`config.mk`:
```
export PLATFORM = sky130hd
export DESIGN_NAME = store_buffer
export DESIGN_NICKNAME = d
export VERILOG_FILES = /design/src/rtl/store_buffer_pkg.sv /design/src/rtl/store_buffer_match.sv /design/src/rtl/store_buffer.sv
export SDC_FILE = /design/constraint.sdc
export NUM_CORES = 1
export LEC_CHECK = 0
export BUFFER_PORTS_ARGS = -buffer_cell sky130_fd_sc_hd__clkbuf_2
export CAP_MARGIN = 25
export CORE_MARGIN = 1
export CORE_UTILIZATION = 44
export DETAILED_ROUTE_END_ITERATION = 12
export PLACE_DENSITY = 0.64
export SLEW_MARGIN = 30
export SYNTH_ARGS = -nofsm -noshare
export SYNTH_HDL_FRONTEND = slang
export SYNTH_SLANG_ARGS = --single-unit
```
`constraint.sdc`:
```
create_clock -name clk -period 9.1 [get_ports clk]
set_input_delay 0.91 -clock clk [delete_from_list [all_inputs] [get_ports clk]]
set_output_delay 0.91 -clock clk [all_outputs]
set_load 0.005 [all_outputs]
```
`src/rtl/store_buffer_pkg.sv`:
```
// Shared constants for the posted-write store buffer: default widths and
// the request-type encoding carried on req_we.
package store_buffer_pkg;

    localparam int WORD_SIZE_DEF = 32;
    localparam int SB_DEPTH_DEF  = 4;

    typedef enum logic {
        REQ_LOAD  = 1'b0,
        REQ_STORE = 1'b1
    } req_type_e;

endpackage

```
`src/rtl/store_buffer_match.sv`:
```
// Age-priority lookup: finds the youngest valid buffer entry whose address
// equals the lookup address, scanning from the oldest slot toward the tail.
module sb_match #(
    parameter int WORD_SIZE = 32,
    parameter int SB_DEPTH  = 4,
    localparam int PTR_W    = $clog2(SB_DEPTH)
) (
    input  logic [WORD_SIZE-1:0] i_lookup_addr,
    input  logic [WORD_SIZE-1:0] i_entry_addr [SB_DEPTH],
    input  logic [WORD_SIZE-1:0] i_entry_data [SB_DEPTH],
    input  logic [SB_DEPTH-1:0]  i_valid,
    input  logic [PTR_W-1:0]     i_tail,
    output logic                 o_hit,
    output logic [WORD_SIZE-1:0] o_data
);

    logic [PTR_W-1:0] w_idx;

    // NOTE: every always_comb output gets a default first so no path infers a latch.
    always_comb begin
        o_hit  = 1'b0;
        o_data = '0;
        w_idx  = '0;
        // k = SB_DEPTH is the oldest possible slot, k = 1 the youngest; later matches override.
        for (int k = SB_DEPTH; k >= 1; k--) begin
            w_idx = i_tail - PTR_W'(k);
            if (i_valid[w_idx] && (i_entry_addr[w_idx] == i_lookup_addr)) begin
                o_hit  = 1'b1;
                o_data = i_entry_data[w_idx];
            end
        end
    end

endmodule

```
`src/rtl/store_buffer.sv`:
```
// Posted-write store buffer owning the single data-memory port: stores are
// queued and drained in the background, loads forward from the youngest match.
module store_buffer
    import store_buffer_pkg::*;
#(
    parameter int WORD_SIZE = WORD_SIZE_DEF,
    parameter int SB_DEPTH  = SB_DEPTH_DEF
) (
    input  logic                 clk,
    input  logic                 rst,
    input  logic                 req_valid,
    input  logic                 req_we,
    input  logic [WORD_SIZE-1:0] req_addr,
    input  logic [WORD_SIZE-1:0] req_wdata,
    input  logic                 flush,
    output logic                 stall,
    output logic                 rd_valid,
    output logic [WORD_SIZE-1:0] rd_data,
    output logic                 mem_we,
    output logic [WORD_SIZE-1:0] mem_a,
    output logic [WORD_SIZE-1:0] mem_wd,
    input  logic [WORD_SIZE-1:0] mem_rd,
    output logic                 sb_empty
);

    localparam int PTR_W = $clog2(SB_DEPTH);
    localparam int CNT_W = $clog2(SB_DEPTH + 1);

    logic [WORD_SIZE-1:0] r_addr [SB_DEPTH];
    logic [WORD_SIZE-1:0] r_data [SB_DEPTH];
    logic [PTR_W-1:0]     r_head, r_tail;
    logic [CNT_W-1:0]     r_count;
    logic [WORD_SIZE-1:0] r_mem_a, r_mem_wd, r_hit_data;
    logic                 r_rd_valid, r_rd_miss;

    logic [SB_DEPTH-1:0]  w_valid;
    logic                 w_hit, w_full, w_empty, w_is_load, w_is_store;
    logic                 w_stall, w_accept, w_miss_acc, w_hit_acc, w_push, w_pop;
    logic [WORD_SIZE-1:0] w_hit_data;

    // An entry is live when its distance from head is below the occupancy count.
    always_comb begin
        w_valid = '0;
        for (int i = 0; i < SB_DEPTH; i++) begin
            w_valid[i] = CNT_W'(PTR_W'(PTR_W'(i) - r_head)) < r_count;
        end
    end

    sb_match #(
        .WORD_SIZE (WORD_SIZE),
        .SB_DEPTH  (SB_DEPTH)
    ) u_match (
        .i_lookup_addr (req_addr),
        .i_entry_addr  (r_addr),
        .i_entry_data  (r_data),
        .i_valid       (w_valid),
        .i_tail        (r_tail),
        .o_hit         (w_hit),
        .o_data        (w_hit_data)
    );

    assign w_full     = (r_count == CNT_W'(SB_DEPTH));
    assign w_empty    = (r_count == '0);
    assign w_is_load  = req_valid && (req_we == REQ_LOAD);
    assign w_is_store = req_valid && (req_we == REQ_STORE);

    // Nothing is accepted or drained in a reset cycle, so pending stores are dropped.
    assign w_stall    = !rst && ((flush && !w_empty) || (w_is_load && !w_hit && w_full));
    assign w_accept   = !rst && req_valid && !w_stall;
    assign w_miss_acc = w_accept && w_is_load && !w_hit;
    assign w_hit_acc  = w_accept && w_is_load && w_hit;
    assign w_push     = w_accept && w_is_store;
    assign w_pop      = !rst && !w_miss_acc && !w_empty;

    always_comb begin
        mem_we = 1'b0;
        mem_a  = r_mem_a;
        mem_wd = r_mem_wd;
        if (w_miss_acc) begin
            mem_a = req_addr;
        end else if (w_pop) begin
            mem_we = 1'b1;
            mem_a  = r_addr[r_head];
            mem_wd = r_data[r_head];
        end
    end

    // NOTE: the entry storage has no reset; liveness comes from head/count alone.
    always_ff @(posedge clk) begin
        if (w_push) begin
            r_addr[r_tail] <= req_addr;
            r_data[r_tail] <= req_wdata;
        end
    end

    always_ff @(posedge clk) begin
        if (rst) begin
            r_head     <= '0;
            r_tail     <= '0;
            r_count    <= '0;
            r_mem_a    <= '0;
            r_mem_wd   <= '0;
            r_rd_valid <= 1'b0;
            r_rd_miss  <= 1'b0;
            r_hit_data <= '0;
        end else begin
            if (w_push) r_tail <= r_tail + PTR_W'(1);
            if (w_pop)  r_head <= r_head + PTR_W'(1);
            case ({w_push, w_pop})
                2'b10:   r_count <= r_count + CNT_W'(1);
                2'b01:   r_count <= r_count - CNT_W'(1);
                default: r_count <= r_count;
            endcase
            r_mem_a    <= mem_a;
            r_mem_wd   <= mem_wd;
            r_rd_valid <= w_hit_acc || w_miss_acc;
            r_rd_miss  <= w_miss_acc;
            if (w_hit_acc) r_hit_data <= w_hit_data;
        end
    end

    assign stall    = w_stall;
    assign rd_valid = r_rd_valid;
    assign rd_data  = r_rd_miss ? mem_rd : r_hit_data;
    assign sb_empty = w_empty;

endmodule

```
* After elaboration in Yosys (flattened, before gate mapping)
Index checks and enable logic that the tools add are counted.
Word-level totals: register bits 361, bits in latches 0, RAM bits 0, bits in read-only memories 0, input bits 101, output and inout bits 100, word-level logic and storage cells 140, memories 0
Cells by class: $add $sub $neg 11, multiply operators 0, div/mod/pow operators 0, $lt $le $gt $ge 14, eq/ne operators 7, shift operators 0, multiplexer cells 58, bitwise gates (word level) 6, reduce and logical (&&, ||, !) cells 28
Operators with widths (number):
- 2-to-1 mux 32 bit | 30
- binary-select mux 32 bit (select 2 bit) | 10
- bitwise mux 128 bit | 2
- equality test 32 bit | 4
- demux 32 bit (select 2 bit) | 1
- logical AND 1 bit | 19
- greater-or-equal comparator 3 bit, second input constant | 5
- inverter 2 -> 3 bit | 5
- < comparator 2 x 3 -> 1 bit | 4
- < comparator 2 x 3 -> 1 bit, second input constant | 4
- 2-to-1 mux 1 bit | 10
- binary-select mux 1 bit (select 2 bit) | 4
- case mux 3 bit (2 select lines) | 1
- zero test 1 bit | 5
- adder 2 x 1 -> 2 bit, second input constant | 2
- subtractor 1 x 2 -> 2 bit, first input constant | 2
- subtractor 2 bit, first input constant | 2
- subtractor 2 bit, second input constant | 2
- adder 3 x 1 -> 3 bit, second input constant | 1
- equality test 3 bit, second input constant | 1
- zero test 3 bit | 1
- < comparator 3 x 1 -> 1 bit, second input constant | 1
- subtractor 3 x 1 -> 3 bit, second input constant | 1
- equality test 2 x 1 -> 1 bit, second input constant | 1
- other kinds (5) | 6

* Longest topological paths before layout
Gate-level depths: netlist (run 1).
depth in word-level cells 24, gate-level depth with buffers 29

* By module
Synthesis (run 1) repeated with hierarchy kept, for this count alone.
Second synthesis, totals: cell total of the unflattened synthesis 2056, area total of the unflattened synthesis 23458.7 sq um
Modules (own cells, without submodules):
- store_buffer | times used 1, cells an instance 979, area each 14561.5 sq um, seq. area each 9789.4 sq um
- sb_match | times used 1, cells an instance 1077, area each 8897.3 sq um, seq. area each 0.0 sq um

* Least setup slack after synthesis (run 1)
OpenSTA, ideal clock, no wires.
kind flip-flop to output port, from register r_tail[0], to output mem_a[0], arrival time 5742 ps, required time 8190 ps, path slack 2448 ps, cell stages (with the launch flop) 25, path through dfxtp_1 buf_6 buf_6 buf_6 buf_6 buf_4 buf_2 buf_1 clkbuf_1 inv_1 ha_1 buf_2 buf_2 buf_1 mux4_2 xnor2_1 nand2_1 nor2_1 nand4b_1 o2bb2a_1 nand3_2 a211oi_1 buf_6 buf_6 mux2_1
On the way: elaborated cells on any way between the ends 53, classes of those cells add/sub: 3; eq/ne: 4; mux: 26; bitwise: 4; reduce/logical: 16
RTL lines:
- start: declaration | RTL line store_buffer.sv:31 | logic [PTR_W-1:0] r_head, r_tail;
- start signal: assignment | RTL line store_buffer.sv:107 | if (w_push) r_tail <= r_tail + PTR_W'(1);
- subtractor 2 x 1 -> 2 bit (*) | RTL line store_buffer_match.sv:26 | w_idx = i_tail - PTR_W'(k);
- net u_match.w_idx[0] | RTL line store_buffer_match.sv:17 | logic [PTR_W-1:0] w_idx;
- inverter 2 -> 3 bit (implied by the code) | RTL line store_buffer_match.sv:27 | if (i_valid[w_idx] && (i_entry_addr[w_idx] == i_lookup_addr)) begin
- binary-select mux 32 bit (select 2 bit) | RTL line store_buffer_match.sv:27
- 2-to-1 mux 32 bit (implied by the code) (2 in a row) | RTL line store_buffer_match.sv:27
- equality test 32 bit | RTL line store_buffer_match.sv:27
- logical AND 1 bit (*) | RTL line store_buffer_match.sv:27
- 2-to-1 mux 1 bit (*) | RTL line store_buffer_match.sv:27
- [... 5 more ...]
- zero test 1 bit | RTL line store_buffer.sv:69 | assign w_accept = !rst && req_valid && !w_stall;
- logical AND 1 bit | RTL line store_buffer.sv:69
- logical AND 1 bit | RTL line store_buffer.sv:70 | assign w_miss_acc = w_accept && w_is_load && !w_hit;
- logical AND 1 bit (*) | RTL line store_buffer.sv:70
- zero test 1 bit | RTL line store_buffer.sv:73 | assign w_pop = !rst && !w_miss_acc && !w_empty;
- logical AND 1 bit (2 in a row) | RTL line store_buffer.sv:73
- 2-to-1 mux 32 bit | RTL line store_buffer.sv:81 | end else if (w_pop) begin
- 2-to-1 mux 32 bit (*) | RTL line store_buffer.sv:79 | if (w_miss_acc) begin
- end: declaration | RTL line store_buffer.sv:20 | output logic [WORD_SIZE-1:0] mem_a,
The timed path passes the listed nets; every way through them passes the cells marked *. The select of a mux whose other input is x is not followed.

* Worst setup path in the final report (run 1)
from register r_tail[0], to output mem_a[30]
The elaborated chain is that of the path after synthesis.

==> results by group, run 1 <==
Run status
  – Outcome: complete, no violations

Clock network
  – Clk_lat worst skew: about 0.6 ns
  – H-tree level count: 2
  – TritonCTS clock tree: yes
  – CTS sink cnt: 361
  – Cts bufs inserted: 42
  – CTS Hold Bufs: 0
  – Maximum clock path buffer count: 3
  – Reg clk slew, reported paths: around 0.060 ns
  – Post-CTS Setup Bufs: 0
  – Root Driver: clkbuf_16
  – Cells resized by post-CTS repair: 0

Setup path
  – R2R setup slack: ~2.6 ns
  – CP Class: flip-flop to output port
  – Critical Path Start Type: flip-flop
  – R2R Path Start: r_tail[0]
  – Worst Setup End Kind: output port
  – Data required, critical path: 8.19 ns
  – FF-to-FF End: r_count[2]
  – CP Max Fanout: 56
  – Worst EP arrival: roughly 7.0 ns
  – R2r worst-path depth: 19

Timing
  – Setup Viol. Count Final: 0
  – Unrepaired setup endpoints after global routing: no
  – Worst Tran Pin Value: 0.997 ns
  – Tmin final: 7.86 ns
  – Slew HR: 0.336
  – Fmax: approximately 130 MHz
  – Setup slack after layout: 1.24 ns
  – Final Max Tran Viols: 0
  – Final period utilization: 0.864
  – Setup TNS: 0 ns
  – Fin. Hold Viols: 0
  – Worst-case clock skew: ~0.029 ns

Power
  – Clock Power Share: 0.326
  – Power Internal: ~0.0036 W
  – Power share of the combinational group: 0.294
  – Power density over the cells: approximately 200 nW/µm²
  – Peak VDD IR: 142 µV
  – Leak: roughly 8.5 nW
  – Seq pwr share: 0.380
  – Sw Ratio: 0.301
  – Switching power: about 0.0016 W

Final layout
  – Fill count: 4512
  – Most common cell after layout, fill and taps aside: edfxtp_1
  – FF+latch area: 9800 µm²
  – Area occupied by multi-input gates: 12500 µm²
  – Synthesis-to-layout area growth: 11.5%
  – Layout Cells excl Fill: 2706
  – Final #Nets: 2100
  – Share of cells above drive strength 1: 0.317
  – Commonest cells after routing, fill and taps aside: 256 x edfxtp_1, 199 x clkbuf_2, 187 x mux2i_1, 178 x mux2_2, 144 x nor2_1
  – Util after Layout: 0.500

Drt
  – DR iter-0 viols: 1157
  – Drc violations: 0
  – DRT Pass-1 Iters: 5
  – Routed len/inst: 23.8 µm
  – Via Count: ~17000
  – Post-Route WL: 64500 µm
  – Antenna Violating Nets Remaining: 0
  – Vias per cell: a little over 6

Hold path
  – Hold path cells: 2
  – Worst hold-check path type: flip-flop to flip-flop
  – Min-Delay Startpoint: r_mem_wd[8]
  – Hold Path End: r_mem_wd[8]

Die
  – Core area: a little over 50000 µm²
  – Die Span Y: 231 µm
  – Cell Rows: 83
  – DIE AREA: 53500 µm²
  – Starting density of the core: 0.448
  – Ports: 201
  – Die W: 231 µm

Synthesis
  – Mux cell area share after synthesis: 0.313
  – Synth Cell Area: about 23000 µm²
  – Async S/R FF share, synth: 0
  – Xor and xnor area share after synthesis: 0.0557
  – Combinational family with the most area after synthesis: multiplexers
  – Post-Syn Nets: 2012
  – Synth cell types: 61
  – Syn_area_per_cell: 12.2 µm²
  – Area leader, netlist: edfxtp_1
  – Synthesis Warnings: 0
  – EDFF count, synth: approximately 260
  – Synth top area share: 0.332
  – Flops & latches, synth: 361
  – Register area share after synthesis: 0.423
  – Gate Count Post-Synth: 1901
  – Top cells by area, synth: edfxtp_1 33%, mux4_2 12%, dfxtp_1 9.1%
  – Synth Area in Simple Gates: 0.0672
  – Post-Synth Adder-Cell Area: 0.00573
  – Compound-Gate Fraction of Synth Area: 0.0949
  – Main synth FF type: edfxtp_1

Global routing
  – Pin count of the biggest net entering global routing: 84
  – First-pass GRT wire length: 98000 µm
  – Vias in the first global route: 16282
  – Gr ovfl total: 0
  – GRT Total Usage: 0.239
  – Antenna violations before repair: 3

Place
  – Port Buffers: 200
  – Placed cell count: 2625
  – Place WS: 1.87 ns
  – DP HPWL: 41200 µm
  – GP Congestion: 0.899

Flow run
  – Max_cap viols: 0
-- kinds of logic after synthesis --
kind of cell    Yosys count
compound gates          309
fa+ha+maj                10
flops                   361
mux                     539
simple gates            337
xor+xnor                147
buf+inv                 198
-- registers in the layout, indices dropped and copies added, names as in the netlist --
signal / cells
r_count: 3
r_data: 128
r_head: 2
r_mem_wd: 32
r_tail: 2
rd_valid: 1
r_hit_data: 32
r_rd_miss: 1
r_addr: 128
r_mem_a: 32
-- stage by stage --
stage               instance area (µm²)  hold slack, ns  power, W
global placement                  24400           0.466   0.00349
floorplan                         23100           0.454   0.00306
detailed placement                24400           0.476   0.00351
CTS                               25800           0.495   0.00520
finish                            25800           0.486   0.00514
global route                      25800           0.514   0.00538
-- critical path, stage by stage, from the launching register on --
cell,delay [ns]
dfxtp_4,0.90
inv_1,0.23
ha_4,0.82
buf_4,0.61
mux4_2,0.58
xnor2_1,0.15
nand2_1,0.09
nor2_1,0.05
nand4b_1,0.10
buf_4,0.49
o2bb2a_1,0.40
nand3_2,0.17
a211oi_4,0.25
buf_4,0.34
buf_4,0.54
mux2_1,0.37
clkbuf_2,0.11
-- routing by layer --
layer	track usage	share of wire	vias up
li1	-	-	7456
met1	0.316	0.42	8314
met2	0.404	0.49	613
met3	0.0293	0.060	118
met4	0.0838	0.027	0
met5	0	0	-
-- synth_stat cells (2+ instances only) --
library cell	count
a2111oi_0	34
a211oi_1	2
a21oi_1	76
a311oi_1	5
a311oi_2	21
a31oi_1	9
a32oi_1	2
and2_1	5
buf_1	32
buf_2	15
buf_4	10
buf_6	16
clkbuf_1	110
dfxtp_1	105
edfxtp_1	256
ha_1	9
inv_1	13
mux2_1	49
mux2_2	178
mux2i_1	187
mux4_2	125
nand2_1	81
nand2_2	2
nand2b_1	6
nand3_1	2
nand4_1	15
nor2_1	145
nor2b_1	33
nor3_1	12
nor4_1	14
o211a_1	2
o211ai_1	33
o21ai_0	73
o21bai_1	7
o31ai_1	34
or2_2	3
or3_1	3
or4_1	9
xnor2_1	120
xor2_1	27
-- final cells by class --
cell class              instances  share of cell area
repair buffers                228              0.0475
multi-input cells            1342               0.484
diodes                          3            0.000291
clock buffers                  61              0.0462
inverters                      14             0.00204
clock inverters                17             0.00684
well taps                     680              0.0330
flip-flops and latches        361               0.380
-- power by group through the flow --
stage / logic [W] / registers (W) / clock network (W)
finish: 0.00151 / 0.00195 / 0.00168
CTS: 0.00154 / 0.00195 / 0.00172
floorplan: 0.00112 / 0.00195 / 0
global route: 0.00164 / 0.00196 / 0.00177
detailed placement: 0.00152 / 0.00199 / 0
global placement: 0.00150 / 0.00198 / 0
-- worst max-delay path by stage --
stage | startpoint | to | slack (ns) | cells past startpoint
floorplan | r_tail[0] | mem_a[0] | 2.45 | 24
global placement | r_tail[0] | mem_a[26] | 2.02 | 16
detailed placement | r_tail[0] | mem_a[19] | 1.87 | 16
CTS | r_tail[0] | mem_a[19] | 1.22 | 16
global route | r_tail[0] | mem_a[19] | 0.77 | 16
finish | r_tail[0] | mem_a[30] | 1.24 | 16
Power figures use the tool's default switching activity.
==> inputs of run 2 (changes only) <==
Settings changed: CORE_MARGIN 1 to 1.5.
Clock period 9.1 ns to 7.4 ns, I/O delays scaled along.
==> run 2 against run 1 <==
Design area rose by 0.51%; count of clock-buffer cells in the layout fell by 9; sequential share of layout area fell by 0.19 points; via count rose by 0.40%; hold slack got worse by 0.11 ns; sequential power rose by 24%; combinational power rose by 24%; clock power rose by 29%; routed wire length rose by 1.4%; first-iteration DRC count rose by 1.1%; critical endpoint unchanged.
==> results by group, run 2 (synthesis gave the netlist of run 1 again) <==
Timing
  – Setup Viol. Count Final: 0
  – Fin. Hold Viols: 0
  – Final Max Tran Viols: 0
  – Final period utilization: 0.878
  – Fmax: between 150 and 200 MHz
  – Worst-case clock skew: ~0.033 ns
  – Setup TNS: 0 ns
  – Slew HR: 0.338
  – Unrepaired setup endpoints after global routing: no
  – Worst Tran Pin Value: 0.993 ns
  – Tmin final: 6.50 ns

Drt
  – DR iter-0 viols: 1170
  – DRT Pass-1 Iters: 6
  – Via Count: about 17000
  – Routed len/inst: roughly 24 µm
  – Post-Route WL: 65400 µm
  – Vias per cell: 6.12
  – Drc violations: 0
  – Antenna Violating Nets Remaining: 0

Die
  – Die W: between 200 and 250 µm
  – Die Span Y: roughly 230 µm
  – Ports: ~200
  – Cell Rows: 83
  – DIE AREA: 54000 µm²
  – Starting density of the core: 0.448
  – Core area: ~52000 µm²

Clock network
  – CTS sink cnt: 361
  – Clk_lat worst skew: 0.59 ns
  – Reg clk slew, reported paths: 0.06 ns
  – Maximum clock path buffer count: 3
  – Post-CTS Setup Bufs: 0
  – Root Driver: clkbuf_16
  – Cts bufs inserted: 42
  – Cells resized by post-CTS repair: 0
  – TritonCTS clock tree: yes
  – H-tree level count: 2
  – CTS Hold Bufs: 0

Final layout
  – Fin area: 25900 µm²
  – Layout Cells excl Fill: 2706
  – Share of cells above drive strength 1: 0.320
  – FF+latch area: 9800 µm²
  – Largest regs: r_addr (128), r_data (128)
  – Most common cell after layout, fill and taps aside: edfxtp_1
  – Area occupied by multi-input gates: between 10000 and 15000 µm²
  – Final #Nets: 2101
  – Synthesis-to-layout area growth: 12.1%
  – Fill count: 4461
  – Commonest cells after routing, fill and taps aside: 256 x edfxtp_1, 199 x clkbuf_2, 187 x mux2i_1, 178 x mux2_2, 144 x nor2_1

Setup path
  – CP Max Fanout: 50
  – CP Class: flip-flop to output port
  – Worst EP arrival: 5.76 ns
  – Data required, critical path: around 6.7 ns
  – Critical Path Start Type: flip-flop
  – Worst Setup End Kind: output port

Global routing
  – Vias in the first global route: 16277
  – Gr ovfl total: 0
  – Pin count of the biggest net entering global routing: 107
  – First-pass GRT wire length: 98700 µm
  – GRT Total Usage: 0.241
  – Antenna violations before repair: 3
  – GRT busiest layer: met2
  – M3 GR Usage: 0.0352
  – Met2 GRT Util: 0.411
  – Met1 usage: 0.312

Place
  – GP Congestion: 0.924
  – Cell Area, Placed: 24500 µm²
  – Port Buffers: 200
  – DP HPWL: 42300 µm
  – Placed cell count: between 2000 and 3000

Power
  – Power Internal: 0.00452 W
  – Power density over the cells: 249 nW/µm²
  – Power share of the combinational group: 0.290
  – Sw Ratio: 0.298
  – Peak VDD IR: approximately 160 µV
  – Clock Power Share: 0.335
  – Seq pwr share: 0.375
  – Switching power: 0.00192 W
  – Leak: 8.57 nW

Run status
  – Outcome: complete, no violations

Flow run
  – Max_cap viols: 0

Hold path
  – Worst hold-check path type: input pin to flip-flop
[run 2: worst paths after layout]
check | from | end | slack (ns) | depth (start not counted)
setup / recovery | r_tail[1] | mem_a[30] | 0.90 | 14
hold / removal | req_wdata[30] | r_data[30] | 0.37 | 1
setup reg to reg | r_tail[0] | r_hit_data[25] | 1.76 | 12
hold reg to reg | r_mem_wd[8] | r_mem_wd[8] | 0.49 | 2
[run 2: per-stage QoR]
step                setup WS [ns]  utilization  hold WS (ns)  total power [W]
floorplan                   0.758            -         0.454          0.00377
global placement             1.57        0.473         0.466          0.00429
detailed placement           1.47        0.474         0.477          0.00434
CTS                         0.826        0.501         0.346          0.00651
global route                0.600        0.502         0.361          0.00675
finish                      0.903        0.502         0.375          0.00645
[run 2: worst max-delay path, stage by stage (launching register included)]
cell and delay (ns):
dfxtp_4 0.71, inv_2 0.38, ha_4 0.89, mux4_2 0.61, xnor2_1 0.26, nand4_1 0.13, nor4bb_1 0.30, nand4b_1 0.17
o2bb2a_1 0.44, nand3_2 0.16, a211oi_4 0.05, buf_4 0.24, buf_16 0.22, mux2_1 0.35, clkbuf_2 0.11
[run 2: power by group through the flow]
| stage | Clock, W | Sequential (W) | Combinational (W) |
|---|---|---|---|
| 6_report | 0.00216 | 0.00242 | 0.00187 |
| 5_1_grt | 0.00227 | 0.00244 | 0.00204 |
| 4_1_cts | 0.00220 | 0.00242 | 0.00189 |
| 3_5_place_dp | 0 | 0.00246 | 0.00188 |
| 3_3_place_gp | 0 | 0.00247 | 0.00182 |
| 2_1_floorplan | 0 | 0.00239 | 0.00137 |
[run 2: final cells by class]
class,instances,area share
diodes,2,0.000193
clock buffers,52,0.0440
clock inverters,26,0.0112
inverters,14,0.00203
multi-input cells,1342,0.481
flip-flops and latches,361,0.378
well taps,680,0.0328
repair buffers,229,0.0503
[run 2: per-layer routing]
layer,vias to the layer above,part of all wire
met3,113,0.069
met2,662,0.50
met4,2,0.026
li1,7462,-
met1,8328,0.41
met5,-,0.00017
